### src/rtl/hid_report_writer_if.sv
// Write-request channel between the report writer and the backing memory.
// The writer drives the request; the memory returns a one-cycle acknowledge.
interface hid_report_writer_if #(
    parameter int DATA_W = 64,
    parameter int ADDR_W = 32
);
    logic              bmem_wr_en;
    logic [DATA_W-1:0] bmem_wr_data;
    logic [ADDR_W-1:0] bmem_wr_addr;
    logic              bmem_resp;

    modport master (
        output bmem_wr_en,
        output bmem_wr_data,
        output bmem_wr_addr,
        input  bmem_resp
    );

    modport slave (
        input  bmem_wr_en,
        input  bmem_wr_data,
        input  bmem_wr_addr,
        output bmem_resp
    );
endinterface

### src/rtl/hid_report_writer.sv
// Periodic sample writer: latches per-channel samples and, on every timer
// tick, stores the serviced channels into per-channel ring regions in memory.
module hid_report_writer #(
    parameter int          DATA_W    = 64,
    parameter int          ADDR_W    = 32,
    parameter int          NUM_CH    = 2,
    parameter int          PERIOD    = 200000,
    parameter logic [63:0] BASE_ADDR = '0,
    parameter int          DEPTH     = 16,
    parameter int          MODE      = 0
) (
    input  logic                     clk,
    input  logic                     rst,
    input  logic [NUM_CH*DATA_W-1:0] data_i,
    input  logic [NUM_CH-1:0]        data_valid,
    hid_report_writer_if.master      bmem,
    output logic                     busy,
    output logic [15:0]              drop_cnt,
    output logic [15:0]              miss_cnt
);

    localparam int BYTES = DATA_W / 8;
    localparam int CH_W  = (NUM_CH > 1) ? $clog2(NUM_CH) : 1;
    localparam int PTR_W = $clog2(DEPTH);
    localparam int CNT_W = $clog2(PERIOD);

    typedef enum logic [1:0] {
        IDLE,
        WRITE,
        WAIT
    } state_t;

    state_t state, state_n;

    logic [CNT_W-1:0]  cnt;
    logic              tick;
    logic [DATA_W-1:0] latch [NUM_CH];
    logic [PTR_W-1:0]  ptr   [NUM_CH];
    logic [NUM_CH-1:0] pending;
    logic [NUM_CH-1:0] mask;
    logic [NUM_CH-1:0] mask_init;
    logic [NUM_CH-1:0] sel_oh;
    logic [NUM_CH-1:0] mask_left;
    logic [CH_W-1:0]   sel;
    logic              load;
    logic              issue;
    logic              ack;
    logic              miss_inc;
    logic [4:0]        n_drop;
    logic [16:0]       drop_sum;
    logic [ADDR_W-1:0] wr_addr_n;

    logic              wr_en_q;
    logic [DATA_W-1:0] wr_data_q;
    logic [ADDR_W-1:0] wr_addr_q;

    assign bmem.bmem_wr_en   = wr_en_q;
    assign bmem.bmem_wr_data = wr_data_q;
    assign bmem.bmem_wr_addr = wr_addr_q;

    assign tick = (cnt == CNT_W'(PERIOD - 1));
    assign busy = (state != IDLE);

    always_ff @(posedge clk) begin
        if (rst) begin
            cnt <= '0;
        end else begin
            cnt <= tick ? '0 : cnt + 1'b1;
        end
    end

    assign mask_init = (MODE == 1) ? {NUM_CH{1'b1}} : pending;
    assign sel_oh    = mask & (~mask + 1'b1);
    assign mask_left = mask & ~sel_oh;

    always_comb begin
        sel = '0;
        for (int i = NUM_CH - 1; i >= 0; i--) begin
            if (mask[i]) begin
                sel = CH_W'(i);
            end
        end
    end

    assign wr_addr_n = ADDR_W'(BASE_ADDR)
                     + ((ADDR_W'(sel) * ADDR_W'(DEPTH)) + ADDR_W'(ptr[sel]))
                     * ADDR_W'(BYTES);

    always_ff @(posedge clk) begin
        if (rst) begin
            state <= IDLE;
        end else begin
            state <= state_n;
        end
    end

    always_comb begin
        state_n  = state;
        load     = 1'b0;
        issue    = 1'b0;
        ack      = 1'b0;
        miss_inc = tick && (state != IDLE);
        unique case (state)
            IDLE: begin
                if (tick) begin
                    load = 1'b1;
                    if (|mask_init) begin
                        state_n = WRITE;
                    end
                end
            end
            WRITE: begin
                issue   = 1'b1;
                state_n = WAIT;
            end
            WAIT: begin
                if (bmem.bmem_resp) begin
                    ack     = 1'b1;
                    state_n = (|mask_left) ? WRITE : IDLE;
                end
            end
            default: state_n = IDLE;
        endcase
    end

    // Several channels may overwrite in the same cycle; each counts once.
    always_comb begin
        n_drop = '0;
        for (int i = 0; i < NUM_CH; i++) begin
            n_drop = n_drop + 5'(data_valid[i] & pending[i]);
        end
    end

    assign drop_sum = {1'b0, drop_cnt} + 17'(n_drop);

    always_ff @(posedge clk) begin
        if (rst) begin
            for (int c = 0; c < NUM_CH; c++) begin
                latch[c] <= '0;
                ptr[c]   <= '0;
            end
            pending   <= '0;
            mask      <= '0;
            drop_cnt  <= '0;
            miss_cnt  <= '0;
            wr_en_q   <= 1'b0;
            wr_data_q <= '0;
            wr_addr_q <= '0;
        end else begin
            for (int c = 0; c < NUM_CH; c++) begin
                if (data_valid[c]) begin
                    latch[c] <= data_i[c*DATA_W +: DATA_W];
                end
            end
            // A fresh sample arriving with the acknowledge keeps its flag.
            pending  <= (pending & ~(ack ? sel_oh : '0)) | data_valid;
            drop_cnt <= drop_sum[16] ? 16'hFFFF : drop_sum[15:0];
            if (miss_inc && (miss_cnt != 16'hFFFF)) begin
                miss_cnt <= miss_cnt + 16'd1;
            end
            if (load) begin
                mask <= mask_init;
            end else if (ack) begin
                mask <= mask_left;
            end
            if (ack) begin
                ptr[sel] <= ptr[sel] + 1'b1;
                wr_en_q  <= 1'b0;
            end
            if (issue) begin
                wr_en_q   <= 1'b1;
                wr_data_q <= latch[sel];
                wr_addr_q <= wr_addr_n;
            end
        end
    end

endmodule

### src/flat_wrapper.sv
// flat-port wrapper written by rule: the top's interface ports become plain ports
module hid_report_writer_flat 
#(
    parameter int          DATA_W    = 64,
    parameter int          ADDR_W    = 32,
    parameter int          NUM_CH    = 2,
    parameter int          PERIOD    = 200000,
    parameter logic [63:0] BASE_ADDR = '0,
    parameter int          DEPTH     = 16,
    parameter int          MODE      = 0
)
  (clk, rst, data_i, data_valid, busy, drop_cnt, miss_cnt, bmem_bmem_wr_en, bmem_bmem_wr_data, bmem_bmem_wr_addr, bmem_bmem_resp);
  hid_report_writer_if #(.DATA_W(DATA_W), .ADDR_W(ADDR_W)) bmem_i ();
  input  logic clk;
  input  logic rst;
  input  logic [NUM_CH*DATA_W-1:0] data_i;
  input  logic [NUM_CH-1:0] data_valid;
  output logic busy;
  output logic [15:0] drop_cnt;
  output logic [15:0] miss_cnt;
  output wire logic [$bits(bmem_i.bmem_wr_en)-1:0] bmem_bmem_wr_en;
  output wire logic [$bits(bmem_i.bmem_wr_data)-1:0] bmem_bmem_wr_data;
  output wire logic [$bits(bmem_i.bmem_wr_addr)-1:0] bmem_bmem_wr_addr;
  input wire logic [$bits(bmem_i.bmem_resp)-1:0] bmem_bmem_resp;
  assign bmem_bmem_wr_en = bmem_i.bmem_wr_en;
  assign bmem_bmem_wr_data = bmem_i.bmem_wr_data;
  assign bmem_bmem_wr_addr = bmem_i.bmem_wr_addr;
  assign bmem_i.bmem_resp = bmem_bmem_resp;
  hid_report_writer #(.DATA_W(DATA_W), .ADDR_W(ADDR_W), .NUM_CH(NUM_CH), .PERIOD(PERIOD), .BASE_ADDR(BASE_ADDR), .DEPTH(DEPTH), .MODE(MODE)) u_core (.clk(clk), .rst(rst), .data_i(data_i), .data_valid(data_valid), .bmem(bmem_i), .busy(busy), .drop_cnt(drop_cnt), .miss_cnt(miss_cnt));
endmodule
### config.mk
export PLATFORM = sky130hd
export DESIGN_NAME = hid_report_writer_flat
export DESIGN_NICKNAME = d
export VERILOG_FILES = /design/src/rtl/hid_report_writer_if.sv /design/src/rtl/hid_report_writer.sv /design/src/flat_wrapper.sv
export SDC_FILE = /design/constraint.sdc
export NUM_CORES = 1
export LEC_CHECK = 0
export ABC_AREA = 0
export BUFFER_PORTS_ARGS = -buffer_cell sky130_fd_sc_hd__clkbuf_2
export CAP_MARGIN = 20
export CORE_MARGIN = 5
export CORE_UTILIZATION = 40
export CTS_CLUSTER_SIZE = 16
export DETAILED_ROUTE_END_ITERATION = 16
export GPL_TIMING_DRIVEN = 0
export SETUP_SLACK_MARGIN = 0.15
export SLEW_MARGIN = 20
export SYNTH_ARGS = -nofsm -noshare
export SYNTH_HDL_FRONTEND = slang
export SYNTH_SLANG_ARGS = --single-unit
### constraint.sdc
create_clock -name clk -period 2.3 [get_ports clk]
set_input_delay 0.345 -clock clk [delete_from_list [all_inputs] [get_ports clk]]
set_output_delay 0.345 -clock clk [all_outputs]
set_load 0.1 [all_outputs]
# Yosys cells after proc, flatten, opt, wreduce, memory -nomap -nowiden
# Memories as Yosys holds them, arrays and structs flattened. A register that Yosys moved wholly into a read port is not among the register bits.
# Index checks and enable logic that the tools add are counted.
# classes
addsub	7
eq_ne	7
mux	34
bitwise	11
reduce_logical	11
# ops
operator	n
2-to-1 mux 64 bit	2
2-to-1 mux 1 bit	23
adder 18 x 1 -> 18 bit, second input constant	1
== test 18 bit, second input constant	1
adder 16 x 5 -> 17 bit	1
adder 16 x 1 -> 16 bit, second input constant	1
2-to-1 mux 16 bit	1
inequality test 16 bit, second input constant	1
2-to-1 mux 2 bit	6
adder 5 x 4 -> 6 bit	1
AND 2 bit	3
NOT 2 bit	3
case mux 2 bit (3 select lines)	1
nonzero test 2 bit	3
OR reduction 2 bit	3
adder 5 bit	1
adder 4 x 1 -> 4 bit, second input constant	1
2-to-1 mux 4 bit	1
inequality test 2 x 1 -> 1 bit, second input constant	2
OR reduction 4 bit	1
AND reduction 3 bit	1
adder 2 x 1 -> 2 bit, second input constant	1
AND 1 bit	2
== test 2 x 1 -> 1 bit, second input constant	1
6 further kinds	8
# word_totals
regBits	86
ram_bits	136
out_inout_bits	130
mem_count	2
# memory_table
name	words	word_bits	read_ports	rd_ports_with_merged_regs	write_ports	line_no	text
u_core.latch	2	64	1	1	2	hid_report_writer.sv:37	logic [DATA_W-1:0] latch [NUM_CH];
u_core.ptr	2	4	1	0	2	hid_report_writer.sv:38	logic [PTR_W-1:0] ptr [NUM_CH];

# Longest topological paths before layout
# logic_depth
ltp_word	9
mapped_depth	10
mapped_depth_nobuf	9

# Worst setup path after synthesis
# Ideal clock, no wire load.
# synth_timing
kind	reg-to-reg
startpoint	register u_core.drop_cnt[0]
endpoint	register u_core.drop_cnt[10]
setup_time_ps	70
arrival_time_ps	2632
t_required_ps	2230
slack_ps	-402
path_stages_with_launch	9
path_buffers	1
path_cell_list	dfxtp_1 ha_1 inv_1 fa_1 nor2_1 and2_1 nand3_1 clkbuf_1 a21oi_1
# synth_between
elab_chain_len	2
# synth_lines
element	line_no	text
start: declaration	hid_report_writer.sv:18	output logic [15:0] drop_cnt,
start signal: assignment	hid_report_writer.sv:157	drop_cnt <= drop_sum[16] ? 16'hFFFF : drop_sum[15:0];
adder 16 x 5 -> 17 bit	hid_report_writer.sv:134	assign drop_sum = {1'b0, drop_cnt} + 17'(n_drop);
2-to-1 mux 16 bit	hid_report_writer.sv:157	
# No other way between the ends.
# A chain may end at the register's enable or synchronous reset.

# Final worst setup path
# layout_timing
startpoint	register u_core.pending[1], in the netlist u_core.mask_init[1]
endpoint	register u_core.drop_cnt[14]
# layout_between
elab_chain_len	4
# layout_lines
element	line_no	text
start: declaration	hid_report_writer.sv:39	logic [NUM_CH-1:0] pending;
start signal: assignment	hid_report_writer.sv:156	pending <= (pending & ~(ack ? sel_oh : '0)) | data_valid;
AND 1 bit	hid_report_writer.sv:130	n_drop = n_drop + 5'(data_valid[i] & pending[i]);
adder 5 bit	hid_report_writer.sv:130	
adder 16 x 5 -> 17 bit	hid_report_writer.sv:134	
2-to-1 mux 16 bit	hid_report_writer.sv:157	
# No other way between the ends.

==> flow_summary.json <==
{
  "switching_share": 0.225,
  "met1_usage": 0.219,
  "cts_tree": "built",
  "num_io_pins": 263,
  "cts_made_buffers": 30,
  "maxCapViolCount": 0,
  "viasPerCell": 4.86,
  "gp_congestion": 0.803,
  "die_x_um": 175,
  "htreeDepth": 1,
  "crit_type": "reg -> reg",
  "postCtsHoldBufs": 0,
  "ys_ff_latch": 262,
  "grt_start_max_net_pins": 36,
  "outcome": "complete, no violations",
  "clockPowerShare": 0.437,
  "fmax_mhz": 480,
  "worstSkewPairLatency_ns": 0.55,
  "core-area_mm2": 0.0270,
  "grt_util_met3": 0.0351,
  "final_cell_mix": "clkbuf_2 (236), edfxtp_1 (136), and2_1 (128)",
  "rows": 60,
  "gr-total-overflow": 0,
  "cp.arrival_ns": 2.48,
  "initial_core_util": 0.405,
  "syn_to_final_growth_pct": 26.7,
  "netlist_area_mm2": 0.0109,
  "num_vias": 7828,
  "routed_wl_mm": 27.4,
  "grt_use_met2": 0.295,
  "required_ns": 2.69,
  "cts_root_buf": "clkbuf_16",
  "worstMarginPinSlew_ns": 0.775,
  "p_seq_frac": 0.493,
  "dieHeight_um": 175,
  "drcViolationCount": 0,
  "clk_pin_slew_ns": 0.06,
  "power_leakage_uw": 0.00540,
  "power_density_mw_per_mm2": 766,
  "fin_util": 0.514,
  "layout_commonest_cell": "clkbuf_2",
  "finalHoldViolCount": 0,
  "p_comb_frac": 0.070,
  "synth_cell_types": 52,
  "dp_slack_ns": -0.316,
  "postSynthAreaPerCell_um2": 11.6,
  "relSlewSlack": 0.483,
  "synth_largest_area_cell": "edfxtp_1",
  "synthTopCellsByArea": "edfxtp_1 (37%), dfxtp_1 (23%), and2_1 (7.5%)",
  "stdcell_area_mm2": 0.0138,
  "place_hpwl_mm": 19.4,
  "internal_power_uw": 8220,
  "cp_cell_sequence": "and2_4 > ha_4 > ha_4 > inv_2 > fa_2 > nor2_4 > buf_6 > nand4_1 > nor3_1 > a211oi_1",
  "track_usage": 0.172,
  "antenna_found_initial": 6,
  "grt_pass1_wl_mm": 42.6,
  "synth_top_area_frac": 0.374,
  "drive_gt1_frac": 0.300,
  "worstSetupEndpointType": "flop",
  "syn_inst": 941,
  "finalMaxSlewViolations": 0,
  "clockBufferDepth": 3,
  "nets": 1384,
  "power.total_uw": 10600,
  "yosysWarnings": 0,
  "min_period_ns": 2.08,
  "busiest_layer": "met2",
  "startpoint_type": "flop",
  "ys_seq_area_frac": 0.605,
  "period_share": 0.905,
  "switching_power_uw": 2390,
  "placed_area_mm2": 0.0127,
  "crit_fanout": 5,
  "skew_ns": 0.0132,
  "whs_ns": 0.0709,
  "critPathBufInv": 2,
  "vdd_drop_max_v": 0.000404,
  "holdCritPathClass": "in -> reg",
  "worst_slack_ns": 0.219,
  "cts_sinks": 262,
  "critPathSlowestCell": "fa_2",
  "detail_route.iter0.violations": 361,
  "drt_pass1_iterations": 4,
  "grt_pass1_vias": 7894,
  "setup_violations": 0,
  "rsz0062_at_grt": "false",
  "slowest_delay_ns": 0.36,
  "ant_nets": 0,
  "die_area_mm2": 0.0307,
  "path_common_cell": "ha_4",
  "io_buffers": 234,
  "wl_per_cell_um": 17.0,
  "cp_top_family": "adder cells"
}
-- worst paths after layout --
check / endpoint / slack (ns) / from / cells after the start
worst min-delay path: u_core.latch[0][3] / 0.07 / data_i[3] / 2
worst max-delay path: u_core.drop_cnt[14] / 0.22 / u_core.mask_init[1] / 10
worst max register to register: u_core.drop_cnt[14] / 0.22 / u_core.mask_init[1] / 10
worst min register to register: u_core.bmem.bmem_wr_data[37] / 0.50 / u_core.bmem.bmem_wr_data[37] / 2
-- power groups by stage --
stage	logic (µW)	registers, µW	clock network (µW)
after global placement	717	5330	0
after CTS	735	5230	4760
after global routing	804	5250	4940
after detailed placement	733	5330	0
after floorplan	480	5340	0
final	738	5230	4640
-- cells by family after synthesis --
kind of cell / after synthesis / synth area share
AO/OA/AOI/OAI: 125 / 0.0749
XOR/XNOR: 31 / 0.0249
adder cells (fa/ha/maj): 7 / 0.00870
buffers and inverters: 92 / 0.0444
flip-flops: 262 / 0.605
multiplexers: 72 / 0.0662
other: 1 / 0.000343
AND/OR/NAND/NOR: 351 / 0.176
-- per-layer routing --
layer / wire length [µm] / vias to the layer above
met5: 46 / -
met1: 11900 / 3658
met3: 1550 / 47
met4: 689 / 6
met2: 13300 / 208
li1: - / 3909
-- cell type report --
type,count,area [µm²]
buffer,82,460
fill,2509,13100
inverter,10,37.5
clock inverter,8,68.8
clock buffer,48,910
multi-input combinational,613,4010
antenna,3,7.51
tap,341,427
sequential,262,6630
timing repair buffer,245,1290
-- sequential cells by signal, summed over array words and instances, names as in the netlist --
name / cells
u_core.latch: 128
u_core.bmem.bmem_wr_data: 64
u_core.cnt: 18
u_core.drop_cnt: 16
u_core.miss_cnt: 16
u_core.ptr: 8
u_core.bmem.bmem_wr_addr: 5
u_core.mask: 2
u_core.mask_init: 2
u_core.state: 2
u_core.bmem.bmem_wr_en: 1
-- per-stage QoR --
step | TNS, ns | instances
4_1_cts | 0 | 1604
2_1_floorplan | 0 | 967
3_5_place_dp | -14.38 | 1544
6_report | 0 | 1612
3_3_place_gp | -111.61 | 1542
5_1_grt | 0 | 1612
-- Yosys cell counts, drive strengths merged --
| cell | number |
|---|---|
| dlymetal6s2s | 1 |
| mux2 | 2 |
| and4b | 1 |
| nand3 | 27 |
| a21oi | 37 |
| mux2i | 70 |
| and2 | 133 |
| nor3 | 4 |
| clkbuf | 37 |
| nor3b | 2 |
| a211oi | 67 |
| nand2 | 13 |
| or2 | 5 |
| xnor2 | 12 |
| ha | 6 |
| buf | 44 |
| inv | 10 |
| o21ai | 12 |
| nand4 | 13 |
| nand4b | 2 |
| nor4b | 2 |
| nor2 | 109 |
| o31ai | 4 |
| nand2b | 1 |
| o21a | 1 |
| edfxtp | 136 |
| and4 | 7 |
| and3 | 8 |
| xor2 | 19 |
| nor2b | 5 |
| o21bai | 2 |
| a311oi | 1 |
| dfxtp | 126 |
| or3 | 11 |
| and3b | 1 |
| conb | 1 |
| nor4 | 2 |
| a31o | 1 |
| nand3b | 1 |
| fa | 1 |
| or4 | 4 |
-- what timing repair did --
action,CTS,global route
resized for setup,4,16
setup buffers,3,5
gates cloned,1,0
pin swaps,2,6
setup endpoints to repair,14,36
Power figures use the tool's default switching activity.
